### config.mk
export PLATFORM = sky130hd
export DESIGN_NAME = camera_capture
export DESIGN_NICKNAME = d
export VERILOG_FILES = /design/src/rtl/vision_pkg.sv /design/src/rtl/sync_edge.sv /design/src/rtl/camera_capture.sv
export SDC_FILE = /design/constraint.sdc
export NUM_CORES = 1
export LEC_CHECK = 0
export ABC_CLOCK_PERIOD_IN_PS = 2600
export BUFFER_PORTS_ARGS = -buffer_cell sky130_fd_sc_hd__buf_4
export CORE_ASPECT_RATIO = 0.5
export CORE_MARGIN = 5
export CORE_UTILIZATION = 50
export DETAILED_ROUTE_END_ITERATION = 8
export PLACE_DENSITY = 0.71
export SLEW_MARGIN = 40
export SYNTH_ARGS = -nofsm -noshare
export SYNTH_HDL_FRONTEND = slang
export SYNTH_SLANG_ARGS = --single-unit
### constraint.sdc
create_clock -name pclk -period 2.6 [get_ports pclk]
set_clock_uncertainty 0.05 [all_clocks]
set_input_delay 0.39 -clock pclk [delete_from_list [all_inputs] [get_ports pclk]]
set_output_delay 0.39 -clock pclk [all_outputs]
set_load 0.05 [all_outputs]
### src/rtl/vision_pkg.sv
// Shared frame-buffer geometry and capture FSM encoding.
package vision_pkg;

    localparam int unsigned H_ACTIVE = 640;
    localparam int unsigned V_ACTIVE = 480;
    localparam int unsigned ADDR_W   = 19;
    localparam int unsigned PIX_W    = 12;

    typedef enum logic [1:0] {
        IDLE,
        WAIT_VS,
        WAIT_FS,
        ACTIVE
    } cap_state_e;

endpackage

### src/rtl/sync_edge.sv
// Registers one camera sync signal and derives its rise/fall pulses
// from the registered copy and a one-cycle-delayed copy.
module sync_edge (
    input  logic clk,
    input  logic rst_n,
    input  logic d,
    output logic q,
    output logic rise,
    output logic fall
);

    logic q_q;
    logic prev_q;

    // Input register followed by the delayed copy used for edge detection.
    always_ff @(posedge clk or negedge rst_n) begin
        if (!rst_n) begin
            q_q    <= 1'b0;
            prev_q <= 1'b0;
        end else begin
            q_q    <= d;
            prev_q <= q_q;
        end
    end

    assign q    = q_q;
    assign rise = q_q & ~prev_q;
    assign fall = ~q_q & prev_q;

endmodule

### src/rtl/camera_capture.sv
// OV7670 RGB444 byte-stream capture into the 640x480 frame buffer write port.
module camera_capture #(
    parameter int unsigned H_ACTIVE = vision_pkg::H_ACTIVE,
    parameter int unsigned V_ACTIVE = vision_pkg::V_ACTIVE
) (
    input  logic                              pclk,
    input  logic                              reset_n,
    input  logic                              capture_en,
    input  logic                              cam_vsync,
    input  logic                              cam_href,
    input  logic [7:0]                        cam_data,
    output logic [vision_pkg::ADDR_W-1:0]     mem_addr,
    output logic [vision_pkg::PIX_W-1:0]      mem_data,
    output logic                              mem_we,
    output logic                              frame_done,
    output logic                              busy,
    output logic [7:0]                        frame_count
);

    import vision_pkg::cap_state_e, vision_pkg::IDLE, vision_pkg::WAIT_VS,
           vision_pkg::WAIT_FS, vision_pkg::ACTIVE;

    localparam logic [9:0] H_LIM = 10'(H_ACTIVE);
    localparam logic [8:0] V_LIM = 9'(V_ACTIVE);

    logic       vs_q, vs_rise, vs_fall;
    logic       hr_q, hr_rise, hr_fall;
    logic [7:0] d_q;

    cap_state_e                      state_q;
    logic [9:0]                      col_q;
    logic [8:0]                      row_q;
    logic [vision_pkg::ADDR_W-1:0]   addr_q;
    logic                            phase_q;
    logic [3:0]                      red_q;
    logic [vision_pkg::ADDR_W-1:0]   mem_addr_q;
    logic [vision_pkg::PIX_W-1:0]    mem_data_q;
    logic                            mem_we_q;
    logic                            frame_done_q;
    logic                            busy_q;
    logic [7:0]                      frame_count_q;
    logic                            first_byte_d;

    sync_edge u_vs_sync (
        .clk   (pclk),
        .rst_n (reset_n),
        .d     (cam_vsync),
        .q     (vs_q),
        .rise  (vs_rise),
        .fall  (vs_fall)
    );

    sync_edge u_hr_sync (
        .clk   (pclk),
        .rst_n (reset_n),
        .d     (cam_href),
        .q     (hr_q),
        .rise  (hr_rise),
        .fall  (hr_fall)
    );

    // Data byte register, aligned with the registered HREF/VSYNC copies.
    always_ff @(posedge pclk or negedge reset_n) begin
        if (!reset_n) begin
            d_q <= '0;
        end else begin
            d_q <= cam_data;
        end
    end

    // Phase is already 0 at the start of every line; the rise term only
    // makes the first byte of a line unconditionally the red byte.
    assign first_byte_d = ~phase_q | hr_rise;

    // Frame FSM, byte assembly, counters and registered write-port outputs.
    always_ff @(posedge pclk or negedge reset_n) begin
        if (!reset_n) begin
            state_q       <= IDLE;
            col_q         <= '0;
            row_q         <= '0;
            addr_q        <= '0;
            phase_q       <= 1'b0;
            red_q         <= '0;
            mem_addr_q    <= '0;
            mem_data_q    <= '0;
            mem_we_q      <= 1'b0;
            frame_done_q  <= 1'b0;
            busy_q        <= 1'b0;
            frame_count_q <= '0;
        end else begin
            mem_we_q     <= 1'b0;
            frame_done_q <= 1'b0;
            busy_q       <= (state_q == ACTIVE);
            case (state_q)
                IDLE: begin
                    if (capture_en) state_q <= WAIT_VS;
                end
                WAIT_VS: begin
                    if (vs_q) state_q <= WAIT_FS;
                end
                WAIT_FS: begin
                    if (vs_fall) begin
                        state_q <= ACTIVE;
                        col_q   <= '0;
                        row_q   <= '0;
                        addr_q  <= '0;
                        phase_q <= 1'b0;
                    end
                end
                ACTIVE: begin
                    if (vs_rise) begin
                        // Frame end wins over a byte arriving on the same cycle.
                        frame_done_q  <= 1'b1;
                        frame_count_q <= frame_count_q + 8'd1;
                        state_q       <= capture_en ? WAIT_FS : IDLE;
                    end else if (hr_fall) begin
                        phase_q <= 1'b0;
                        if (col_q != '0) begin
                            col_q <= '0;
                            if (row_q < V_LIM) row_q <= row_q + 9'd1;
                        end
                    end else if (hr_q) begin
                        if (first_byte_d) begin
                            red_q   <= d_q[3:0];
                            phase_q <= 1'b1;
                        end else begin
                            phase_q <= 1'b0;
                            if (col_q < H_LIM) begin
                                col_q <= col_q + 10'd1;
                                if (row_q < V_LIM) begin
                                    mem_we_q   <= 1'b1;
                                    mem_addr_q <= addr_q;
                                    mem_data_q <= {red_q, d_q};
                                    addr_q     <= addr_q + 19'd1;
                                end
                            end
                        end
                    end
                end
                default: state_q <= IDLE;
            endcase
        end
    end

    assign mem_addr    = mem_addr_q;
    assign mem_data    = mem_data_q;
    assign mem_we      = mem_we_q;
    assign frame_done  = frame_done_q;
    assign busy        = busy_q;
    assign frame_count = frame_count_q;

endmodule

After elaboration in Yosys (flattened, before gate mapping)
Index checks and enable logic that the tools add are counted.
{"block": "totals", "reg_bits": 99, "input_bits": 13, "output_inout_bits": 42, "word_cells": 109}
{"block": "op_classes", "add_sub_neg": 4, "magnitude_cmp": 2, "n_eq_ne": 19, "muxes": 43, "bitwise": 13, "reduce_logical": 11}
{"cell": "$mux W19", "count": 7}
{"cell": "$mux W10", "count": 7}
{"cell": "$mux W9", "count": 5}
{"cell": "$pmux W19 S2", "count": 1}
{"cell": "$pmux W10 S2", "count": 1}
{"cell": "$add A19 B1 Y19 const B", "count": 1}
{"cell": "$pmux W9 S2", "count": 1}
{"cell": "$mux W1", "count": 14}
{"cell": "$ne A2 B1 Y1 const B", "count": 7}
{"cell": "$reduce_and A7 Y1", "count": 2}
{"cell": "$add A10 B1 Y10 const B", "count": 1}
{"cell": "$lt A10 B10 Y1 const B", "count": 1}
{"cell": "$mux W2", "count": 5}
{"cell": "$ne A2 B2 Y1 const B", "count": 5}
{"cell": "$reduce_bool A10 Y1", "count": 1}
{"cell": "$add A9 B1 Y9 const B", "count": 1}
{"cell": "$lt A9 B9 Y1 const B", "count": 1}
{"cell": "$ne A3 B2 Y1 const B", "count": 3}
{"cell": "$add A8 B1 Y8 const B", "count": 1}
{"cell": "$not A1 Y1", "count": 8}
{"cell": "$pmux W2 S4", "count": 1}
{"cell": "$reduce_and A4 Y1", "count": 2}
{"cell": "$reduce_and A8 Y1", "count": 1}
{"cell": "$reduce_and A6 Y1", "count": 1}
{"cell": "other kinds (10)", "count": 14}

Depth between registers and ports, before layout
Gate-level depths: netlist (run 1).
{"block": "depth", "ltp_word": 8, "ltp_mapped": 7, "mapped_depth_nobuf": 6}

Modules after synthesis
Synthesis (run 1) repeated with hierarchy kept, for this count alone.
{"block": "hier_totals", "hier_cells": 374, "hier_area_um2": 4297.9}
{"mod": "camera_capture", "instances": 1, "cells_each": 366, "area_each_um2": 4167.7, "seq_area_each_um2": 2377.3}
{"mod": "sync_edge", "instances": 2, "cells_each": 4, "area_each_um2": 65.1, "seq_area_each_um2": 50.0}

Worst setup path before layout (run 1)
OpenSTA, ideal clock, no wires.
{"block": "synth_path", "path_kind": "reg-to-reg", "start": "register col_q[0]", "end": "register row_q[1]", "setup_ns": 0.135, "t_arrival_ns": 1.832, "required_ns": 2.415, "path_slack_ns": 0.583, "stages_incl_launch_ff": 8, "path_buffers": 1, "synth_period_minus_slack_ns": 2.017, "cell_sequence": "dfrtp_1 -> inv_1 -> ha_1 -> or4b_1 -> or3_1 -> clkbuf_1 -> a31oi_1 -> o211ai_1"}
{"block": "synth_between", "elab_chain_cells": 3}
{"element": "from (decl)", "line": "camera_capture.sv:31", "source": "logic [9:0] col_q;"}
{"element": "from (signal assigned)", "line": "camera_capture.sv:129", "source": "col_q <= col_q + 10'd1;"}
{"element": "$reduce_bool A10 Y1", "line": "camera_capture.sv:118", "source": "if (col_q != '0) begin"}
{"element": "$ne A2 B1 Y1 (no line)"}
{"element": "$reduce_and A6 Y1 (no line)"}
{"element": "to (signal assigned)", "line": "camera_capture.sv:120", "source": "if (row_q < V_LIM) row_q <= row_q + 9'd1;"}
{"element": "to (decl)", "line": "camera_capture.sv:32", "source": "logic [8:0] row_q;"}
Every way passes these cells.
A chain may end at the register's enable or synchronous reset.

Worst setup path after layout (run 1)
{"block": "layout_path", "start": "register col_q[0]", "end": "register row_q[0]"}
The elaborated chain is that of the path after synthesis.

==> summary.md, run 1 <==
| Metric | Value |
|---|---|
| Status | `finished with violations` |
| Failing checks | `negative hold slack` |
| Synth Area in Compound Gates | `between 10% and 20%` |
| Final min period | `~2.2 ns` |
| Gpl congestion | `about 0.8` |
| Die Area | `~0.011 mm²` |
| Number of iterations in the first detailed-routing pass | `4` |
| Post-Syn Area per Cell | `11.3 µm²` |
| Cell area after synthesis | `between 0.004 and 0.005 mm²` |
| FF+latch count, synth | `99` |
| Crit path largest cell delay | `about 0.48 ns` |
| Critical path peak fanout | `7` |
| Die H | `~77 µm` |
| Top-area cell type share of the netlist area | `between 50% and 60%` |
| Largest family of logic cells by synthesized area | `simple AND/OR/NAND/NOR gates` |
| Width of the die | `around 140 µm` |
| Vias after detailed routing | `between 3000 and 4000` |
| Routed wire length | `9.42 mm` |
| First-pass GRT wire length | `16.1 mm` |
| Design area | `0.00544 mm²` |
| Post-DRT Antenna Nets | `0` |
| Cell with the most instances after synthesis | `dfrtp_1` |
| Row count | `24` |
| RSZ-0062 raised after global routing | `no` |
| Layout cells sized above 1 | `between 20% and 30%` |
| Count of final max-slew check failures | `0` |
| Hold_ws | `-0.0124 ns` |
| Measured slew at the worst slew-check pin | `~0.77 ns` |
| Pin count of the biggest net entering global routing | `45` |
| Hold_buf cts | `0` |
| Fin Setup TNS | `0 ns` |
| Max-cap violations | `0` |
| Total grt overflow | `0` |
| Sequential share of the synthesized area | `54.5%` |
| Diodes inserted | `0` |
| Yosys top cell by area | `dfrtp_1` |
| Synth area leaders | `dfrtp_1, mux2_2, mux2i_1` |
| Family with the most delay on the worst path | `compound AO/OA/AOI/OAI gates` |
| Nets | `~480` |
| Core area | `roughly 0.009 mm²` |
| Clock-pin slew on the worst setup and hold paths | `0.07 ns` |
| Vias in the first global route | `between 3000 and 4000` |
| Commonest cells in the netlist | `dfrtp_1, mux2_2, nand2_1` |
| H-tree levels | `3` |
| Synth Area in XOR/XNOR | `about 1.3%` |
| P per Cell Area | `about 900 mW/mm²` |
| Initial Utilization | `between 50% and 60%` |
| Post-synth top flop | `dfrtp_1` |
| Period utilization | `roughly 85%` |
| Area after DPL | `roughly 0.0051 mm²` |
| WL/cell | `16.2 µm` |
| Detailed Place HPWL | `roughly 6.5 mm` |
| CTS resizes | `0` |
| Setup Buffers After CTS | `0` |
| Synth Area in Simple Gates | `between 15 and 20%` |
| LEAKAGE | `around 0.0025 µW` |
| Arrival time worst endpoint | `roughly 2.4 ns` |
| Iter 0 DRT Violations | `roughly 190` |
| Worst path cell trace | `inv_1, ha_1, or4b_1, o31ai_1, o21ai_1, o211ai_1` |
| Multiplexer share of the synthesized area | `between 10% and 20%` |
| DR DRC count | `0` |
| Number of top-level pins | `55` |
| # port buffers | `54` |
| TritonCTS Buffers | `9` |
| Clock buffer depth | `2` |
| Max VDD drop | `between 0.5 and 0.6 mV` |
| Min setup slack post-route | `0.401 ns` |
| CP endpoint kind | `flop` |
| Cell variety after synth | `53` |
| GRT Total Usage | `between 10% and 20%` |
| CTS sink count | `99` |
| Maximum achievable frequency | `0.455 GHz` |
| Placement Setup Slack | `0.428 ns` |
| PnR Total Power | `between 4000 and 5000 µW` |
| Crit path launch type | `flop` |
| Mapped Nets | `420` |
| Warnings from Yosys | `0` |
| Vias per inst | `roughly 5.7` |
| Min-delay worst type | `input pin to asynchronous set/reset pin` |
| Fillers | `740` |
| Number of synthesized flops with an enable pin | `0` |
| CTS tree | `built` |
| Final hold vios | `4` |
| Worst Path Buf+Inv | `1` |
| Worst endpoint required time | `between 2 and 3 ns` |
| Syn Inst Count | `around 400` |
| Synth Area in Adders | `roughly 1.4%` |
| Area delta synth->final | `19.7%` |
| Slowest CP cell | `or4b_1` |
| Slew margin rel. | `approximately half` |
| Post-synth ARST share | `100%` |
| Setup CP Type | `flop to flop` |
| Clk_lat worst skew | `approximately 0.35 ns` |
| Final setup fails | `0` |
| Root Buffer | `clkbuf_16` |
| Initial antenna violation count | `0` |
[cells by family (layout without fill, tap and decap cells)]
family | count (synthesis) | count (layout)
and+or+nand+nor | 140 | 140
buffers and inverters | 31 | 95
muxes | 50 | 50
xor gates and xnor gates | 7 | 7
AOI/OAI and AO/OA | 70 | 70
DFF | 99 | 99
adders and majority gates | 5 | 5
[worst paths after layout]
path                                start                to  slack [ns]  cells past startpoint
max                              col_q[0]          row_q[0]        0.40                      6
min                               reset_n      mem_addr[15]       -0.01                      1
min reg2reg                frame_count[7]    frame_count[7]        0.42                      1
min in group pclk             cam_data[5]            d_q[5]        0.09                      1
max in group asynchronous         reset_n  u_vs_sync.prev_q        1.83                      2
max reg2reg                      col_q[0]          row_q[0]        0.40                      6
[cells in the final DEF, fill, tap and decap left out, types with 6 or more instances in the layout]
master | synthesis | routed
o21ai_0 | 9 | 9
nand2b_1 | 15 | 15
nor4_1 | 6 | 6
dfrtp_1 | 99 | 99
clkbuf_16 | 0 | 9
mux2_2 | 36 | 36
nand4_1 | 12 | 12
mux2i_1 | 13 | 13
buf_4 | 3 | 60
a21oi_1 | 12 | 12
nor2_1 | 12 | 12
nand2_1 | 34 | 34
a31oi_1 | 18 | 18
inv_1 | 17 | 17
o211ai_1 | 6 | 6
nand3_1 | 18 | 18
nor3_1 | 10 | 10
[flip-flops by register name (all words and copies together) (netlist names), 2 cells and up]
register and count:
addr_q 19, col_q 10, d_q 8, frame_count 8, mem_addr 19, mem_data 12
red_q 4, row_q 9, state_q 2
[cell type report]
class | count | area [µm²] | area share, %
Clock buffer | 10 | 239 | 4.39
Clock inverter | 6 | 81.3 | 1.49
Inverter | 17 | 63.8 | 1.17
Multi-Input combinational cell | 272 | 1940 | 35.7
Sequential cell | 99 | 2480 | 45.5
Tap cell | 117 | 146 | 2.69
Timing Repair Buffer | 62 | 490 | 9.01
[metrics by stage]
stage          hold slack, ns  instances  util, %
2_1_floorplan          0.0444        402        -
3_3_place_gp            0.384        567     58.2
3_5_place_dp            0.389        567     58.2
4_1_cts               0.00632        583     61.9
5_1_grt                0.0242        583     61.9
6_report              -0.0124        583     61.9
[per-layer routing]
metal,vias up,global-route usage (%),routed length (µm)
met2,69,26.9,4280
met5,-,0,0
li1,1609,-,-
met4,0,6.42,158
met3,12,6.27,593
met1,1609,24.7,4380
[where the power goes]
group | switching [µW] | total, µW | internal [µW]
Clock | 610 | 1400 | 791
Combinational | 1010 | 1510 | 498
Sequential | 196 | 1960 | 1770
(Power assumes the default switching activity.)
==> run 2, diff against run 1 <==
--- a/config.mk
+++ b/config.mk
@@ -5,13 +5,13 @@
 export SDC_FILE = /design/constraint.sdc
 export NUM_CORES = 1
 export LEC_CHECK = 0
-export ABC_CLOCK_PERIOD_IN_PS = 2600
+export ABC_CLOCK_PERIOD_IN_PS = 1990
 export BUFFER_PORTS_ARGS = -buffer_cell sky130_fd_sc_hd__buf_4
 export CORE_ASPECT_RATIO = 0.5
 export CORE_MARGIN = 5
 export CORE_UTILIZATION = 50
 export DETAILED_ROUTE_END_ITERATION = 8
-export PLACE_DENSITY = 0.71
+export PLACE_DENSITY = 0.74
 export SLEW_MARGIN = 40
 export SYNTH_ARGS = -nofsm -noshare
 export SYNTH_HDL_FRONTEND = slang
==> constraint.sdc (replaced) <==
create_clock -name pclk -period 1.99 [get_ports pclk]
set_clock_uncertainty 0.05 [all_clocks]
set_input_delay 0.2985 -clock pclk [delete_from_list [all_inputs] [get_ports pclk]]
set_output_delay 0.2985 -clock pclk [all_outputs]
set_load 0.05 [all_outputs]
==> summary.md, run 2 (synthesized netlist as in run 1, its figures left out) <==
| Metric | Value |
|---|---|
| Status | `finished with violations` |
| Failing checks | `negative setup slack` |
| Detailed Place HPWL | `7.02 mm (+7.3%)` |
| Layout Utilization | `66.7% (+4.8 points)` |
| Maximum achievable frequency | `0.499 GHz (+9.8%)` |
| GRT Total Usage | `19.2% (+1.2 points)` |
| Clk_lat worst skew | `0.35 ns (about the same)` |
| Critical path peak fanout | `8 (+1)` |
| Die Area | `0.0112 mm² (unchanged)` |
| Arrival time worst endpoint | `2.17 ns (-0.23 ns)` |
| Core area | `0.00880 mm² (unchanged)` |
| Min-delay worst type | `input pin to flop` |
| WL/cell | `16.2 µm (+0.42%)` |
| Worst path cell trace | `inv_2, ha_4, or4b_4, or3_4, a41oi_2, a31oi_1` |
| Pin count of the biggest net entering global routing | `35 (-22%)` |
| Row count | `24 (unchanged)` |
| Final hold vios | `0 (-4)` |
| CTS tree | `built` |
| Gpl congestion | `0.829 (+2.2%)` |
| Final min period | `2.00 ns (-0.196 ns)` |
| Hold-critical path depth | `3` |
| Max VDD drop | `0.749 mV (+35%)` |
| CTS sink count | `99 (unchanged)` |
| DR DRC count | `0 (unchanged)` |
| Initial Utilization | `51.7% (unchanged)` |
| Crit path launch type | `flop` |
| First-pass GRT wire length | `17.4 mm (+8.3%)` |
| TritonCTS Buffers | `9 (unchanged)` |
| CP endpoint kind | `flop` |
| RSZ-0062 raised after global routing | `yes` |
| HP Start | `capture_en` |
| Commonest non-fill, non-tap cell in the layout | `dfrtp_1` |
| Die H | `77.4 µm (unchanged)` |
| Worst endpoint required time | `2.15 ns (-0.65 ns)` |
| Initial antenna violation count | `0 (unchanged)` |
| Hold Path End | `state_q[0]` |
| Width of the die | `145 µm (unchanged)` |
| Final setup fails | `1 (+1)` |
| Setup slack, reg-to-reg | `-0.01 ns (-0.41 ns)` |
| Routed wire length | `10.2 mm (+8.3%)` |
| Crit path largest cell delay | `0.48 ns (about the same)` |
| Placement Setup Slack | `-0.0566 ns (-0.484 ns)` |
| Vias after detailed routing | `3641 (+10%)` |
| LEAKAGE | `0.00273 µW (+8.7%)` |
| Iter 0 DRT Violations | `342 (+79%)` |
| Leading cell types in the layout, fill and taps excluded | `dfrtp_1, buf_4, mux2_2` |
| Root Buffer | `clkbuf_16` |
| Measured slew at the worst slew-check pin | `0.609 ns (-0.156 ns)` |
| Count of final max-slew check failures | `0 (unchanged)` |
| Min setup slack post-route | `-0.0132 ns (-0.414 ns)` |
| Diodes inserted | `0 (unchanged)` |
| # port buffers | `54 (unchanged)` |
| Design area | `0.00587 mm² (+7.8%)` |
| Area after DPL | `0.00537 mm² (+4.8%)` |
| Number of top-level pins | `55 (unchanged)` |
| Clock-pin slew on the worst setup and hold paths | `0.07 ns (about the same)` |
| Nets | `525 (+9.6%)` |
| Period utilization | `101% (+16 points)` |
| Fin Setup TNS | `-0.0132 ns (-0.0132 ns)` |
| Worst Path Buf+Inv | `1 (unchanged)` |
| Max-cap violations | `0 (unchanged)` |
| R2R depth | `6 (unchanged)` |
| Setup CP Type | `flop to flop` |
| Worst R2R End | `row_q[2]` |
| Area delta synth->final | `29.0%` |
| Number of iterations in the first detailed-routing pass | `5 (+1)` |
| Vias in the first global route | `3634 (+11%)` |
| Clock buffer depth | `2 (unchanged)` |
| Total grt overflow | `0 (unchanged)` |
| Crit path depth | `6 (unchanged)` |
| Family with the most delay on the worst path | `simple AND/OR/NAND/NOR gates` |
| PnR Total Power | `6610 µW (+36%)` |
| Vias per inst | `5.79 (+2.3%)` |
| H-tree levels | `3 (unchanged)` |
| Slew margin rel. | `59.3% (+10 points)` |
| Layout cells sized above 1 | `32.8% (+6.6 points)` |
| RR Startpoint | `col_q[1]` |
| Slowest CP cell | `or4b_4` |
| Post-DRT Antenna Nets | `0 (unchanged)` |
| P per Cell Area | `1130 mW/mm² (+26%)` |
| Fillers | `689 (-6.9%)` |
run 2: cell count changes in the layout (fill, tap and decap cells not counted), sizes merged:
cell and change:
bufinv -1, buf +35, dlygate4sd3 +11, clkinv +2
clkbuf -1
run 2: routing by layer:
layer / share of wire (%) / GRT usage [%] / wire (µm) / vias up
met2: 48 / 29.9 / 4890 / 108
met5: 0 / 0 / 0 / -
met4: 1.1 / 6.52 / 110 / 0
li1: - / - / - / 1709
met3: 6.4 / 5.47 / 652 / 9
met1: 45 / 26.1 / 4560 / 1815
run 2: metrics by stage:
stage | hold slack [ns] | instances
floorplan | -0.0471 | 402
global placement | 0.211 | 599
detailed placement | 0.211 | 599
CTS | 0.151 | 626
global route | 0.187 | 629
finish | 0.156 | 629
run 2: repair_timing:
action                                 4_1_cts  5_1_grt
pin swaps                                    0        5
hold buffers                                11        0
setup endpoints to repair                   13       14
gates resized for setup                      4        7
endpoints found under the hold margin       38        0
setup buffers                                0        3
run 2: worst max path at each step:
stage | startpoint | to
floorplan | col_q[0] | row_q[1]
global placement | col_q[1] | row_q[1]
detailed placement | col_q[1] | row_q[1]
CTS | col_q[1] | row_q[2]
global route | col_q[1] | row_q[2]
finish | col_q[1] | row_q[2]
run 2: final cells by class:
cell class	count	area [µm²]	share of cell area [%]
clock buffer	9	225	3.84
clock inverter	7	83.8	1.43
timing repair buffer	108	863	14.7
inverter	17	63.8	1.09
multi-input combinational	272	2010	34.2
sequential	99	2480	42.2
tap	117	146	2.49
run 2: report_power, final:
group          internal, µW  total [µW]  switching (µW)  leakage, µW
combinational           873        2320            1440      0.00128
clock                   893        1740             847     0.000149
sequential             2310        2550             240      0.00131
run 2: worst register-to-register path: cells and delay by family (launching register included):
kind            cells  cell delay [ns]
compound gates      2             0.26
fa+ha+maj           1             0.12
buf+inv             1             0.09
flops               1             0.40
simple gates        2             0.95
==> run 3, diff against run 2 <==
--- a/config.mk
+++ b/config.mk
@@ -11,6 +11,7 @@
 export CORE_MARGIN = 5
 export CORE_UTILIZATION = 50
 export DETAILED_ROUTE_END_ITERATION = 8
+export GPL_TIMING_DRIVEN = 0
 export PLACE_DENSITY = 0.74
 export SLEW_MARGIN = 40
 export SYNTH_ARGS = -nofsm -noshare
==> summary.md, run 3 (synthesized netlist as in run 1, its figures left out) <==
| Metric | Value |
|---|---|
| Status | `finished with violations` |
| Failing checks | `negative setup slack` |
| PnR Total Power | `6720 µW (+1.7%)` |
| HP Start | `cam_href` |
| DR DRC count | `0 (unchanged)` |
| Number of top-level pins | `55 (unchanged)` |
| Nets | `513 (-2.3%)` |
| Worst endpoint required time | `2.21 ns (+0.06 ns)` |
| Period utilization | `102% (+1.6 points)` |
| Max VDD drop | `0.757 mV (+1.1%)` |
| Final setup fails | `2 (+1)` |
| Fin Setup TNS | `-0.0572 ns (-0.0440 ns)` |
| Worst path cell trace | `buf_6, o21bai_4, a2111o_1, or4_4, a21oi_2` |
| Vias in the first global route | `3419 (-5.9%)` |
| Total grt overflow | `0 (unchanged)` |
| Seq. cell area | `0.00248 mm² (+0.25%)` |
| CP endpoint kind | `flop` |
| Worst R2R End | `addr_q[18]` |
| Row count | `24 (unchanged)` |
| Critical path peak fanout | `6 (-2)` |
| Vias after detailed routing | `3554 (-2.4%)` |
| Slew margin rel. | `54.8% (-4.5 points)` |
| Number of iterations in the first detailed-routing pass | `4 (-1)` |
| WL/cell | `16.8 µm (+3.4%)` |
| R2R depth | `5 (-1)` |
| Setup slack, reg-to-reg | `-0.05 ns (-0.03 ns)` |
| TritonCTS Buffers | `9 (unchanged)` |
| Min setup slack post-route | `-0.0456 ns (-0.0324 ns)` |
| Slowest CP cell | `or4_4` |
| Area delta synth->final | `29.9%` |
| Count of final max-slew check failures | `0 (unchanged)` |
| P per Cell Area | `1140 mW/mm² (+1.0%)` |
| First-pass GRT wire length | `16.9 mm (-2.9%)` |
| Clock-pin slew on the worst setup and hold paths | `0.07 ns (about the same)` |
| Post-DRT Antenna Nets | `0 (unchanged)` |
| Leading cell types in the layout, fill and taps excluded | `dfrtp_1, buf_4, mux2_2` |
| Arrival time worst endpoint | `2.26 ns (+0.09 ns)` |
| LEAKAGE | `0.00269 µW (-1.7%)` |
| Detailed Place HPWL | `6.51 mm (-7.2%)` |
| Clock buffer depth | `2 (unchanged)` |
| Final non-filler cell total | `617 (-1.9%)` |
| Root Buffer | `clkbuf_16` |
| Layout cells sized above 1 | `35.4% (+2.6 points)` |
| Iter 0 DRT Violations | `206 (-40%)` |
| Max-cap violations | `0 (unchanged)` |
| RSZ-0062 raised after global routing | `yes` |
| CTS sink count | `99 (unchanged)` |
| Multi-input gate area | `0.00213 mm² (+6.2%)` |
| Hold-critical path depth | `1 (-2)` |
| Setup CP Type | `flop to flop` |
| Crit path launch type | `flop` |
| Min-delay worst type | `input pin to flop` |
| Vias per inst | `5.76 (-0.49%)` |
| Hold Path End | `u_hr_sync.q` |
| # port buffers | `54 (unchanged)` |
| GRT Total Usage | `18.7% (-0.59 points)` |
| Initial antenna violation count | `0 (unchanged)` |
| Crit path largest cell delay | `0.55 ns (+0.07 ns)` |
| Placement Setup Slack | `-0.523 ns (-0.466 ns)` |
| Measured slew at the worst slew-check pin | `0.677 ns (+0.0685 ns)` |
| Final hold vios | `0 (unchanged)` |
| Final min period | `2.04 ns (+0.0324 ns)` |
| Gpl congestion | `0.827 (-0.22%)` |
| Die H | `77.4 µm (unchanged)` |
| Diodes inserted | `0 (unchanged)` |
| Fillers | `664 (-3.6%)` |
| Width of the die | `145 µm (unchanged)` |
| Routed wire length | `10.4 mm (+1.4%)` |
| Die Area | `0.0112 mm² (unchanged)` |
| Core area | `0.00880 mm² (unchanged)` |
| Cell count after placement | `573 (-4.3%)` |
| H-tree levels | `3 (unchanged)` |
| RR Startpoint | `u_vs_sync.q` |
| Maximum achievable frequency | `0.491 GHz (-1.6%)` |
| CTS tree | `built` |
| Pin count of the biggest net entering global routing | `100 (+190%)` |
| Clk_lat worst skew | `0.34 ns (about the same)` |
| Initial Utilization | `51.7% (unchanged)` |
| Commonest non-fill, non-tap cell in the layout | `dfrtp_1` |
[run 3: changes by cell type in the layout (fill, tap and decap cells not counted), sizes merged]
cell,previous run,this run
clkinvlp,0,1
bufinv,0,1
clkbuf,9,16
clkinv,5,2
dlygate4sd3,11,9
buf,97,81
[run 3: worst max-delay path: cells and delay by family, from the launching register on]
kind	cells	cell delay [ns]
AO/OA/AOI/OAI	3	0.83
flip-flops	1	0.40
AND/OR/NAND/NOR	1	0.55
buffers and inverters	1	0.14
[run 3: cell type report]
type / count / share of cell area (%)
plain buffers: 13 / 1.48
clock buffers: 10 / 4.04
clock inverters: 6 / 1.33
inverters: 17 / 1.14
multi-input cells: 272 / 36.1
flip-flops and latches: 99 / 42.0
well taps: 117 / 2.48
repair buffers: 83 / 11.4
[run 3: worst max-delay path by stage]
stage                           start          end  slack [ns]  depth (start not counted)
after CTS                    col_q[0]     row_q[1]       -0.05                          7
after floorplan              col_q[0]     row_q[1]        0.01                          7
after global placement       col_q[7]  mem_data[2]       -0.51                          5
final                     u_vs_sync.q   addr_q[18]       -0.05                          5
after global routing         col_q[0]     row_q[1]       -0.11                          6
after detailed placement     col_q[7]  mem_addr[0]       -0.52                          5
[run 3: what timing repair did]
item,CTS,global route
hold buffers,7,2
hold endpoints to repair,105,2
endpoints found under the setup margin,60,68
pin swaps,7,10
buffers inserted,9,10
gates resized for setup,14,41
[run 3: report_power, final]
part	internal [µW]	leakage [µW]	switching, µW	total, µW
Clock	1040	0.000157	798	1830
Combinational	843	0.00123	1490	2330
Sequential	2310	0.00130	240	2550
[run 3: layer usage]
metal | share of wire (%) | GRT usage [%] | up-vias
li1 | - | - | 1677
met1 | 45 | 26.7 | 1791
met2 | 48 | 28.1 | 80
met3 | 5.9 | 5.96 | 6
met4 | 0.80 | 4.00 | 0
met5 | 0 | 0 | -
[run 3: metrics by stage]
step	hold slack, ns	instance area, µm²	utilization, %
finish	0.00957	5910	67.2
global route	0.000384	5910	67.2
CTS	0.000425	5640	64.1
detailed placement	0.334	5130	58.3
global placement	0.328	5110	58.1
floorplan	-0.0471	4560	-
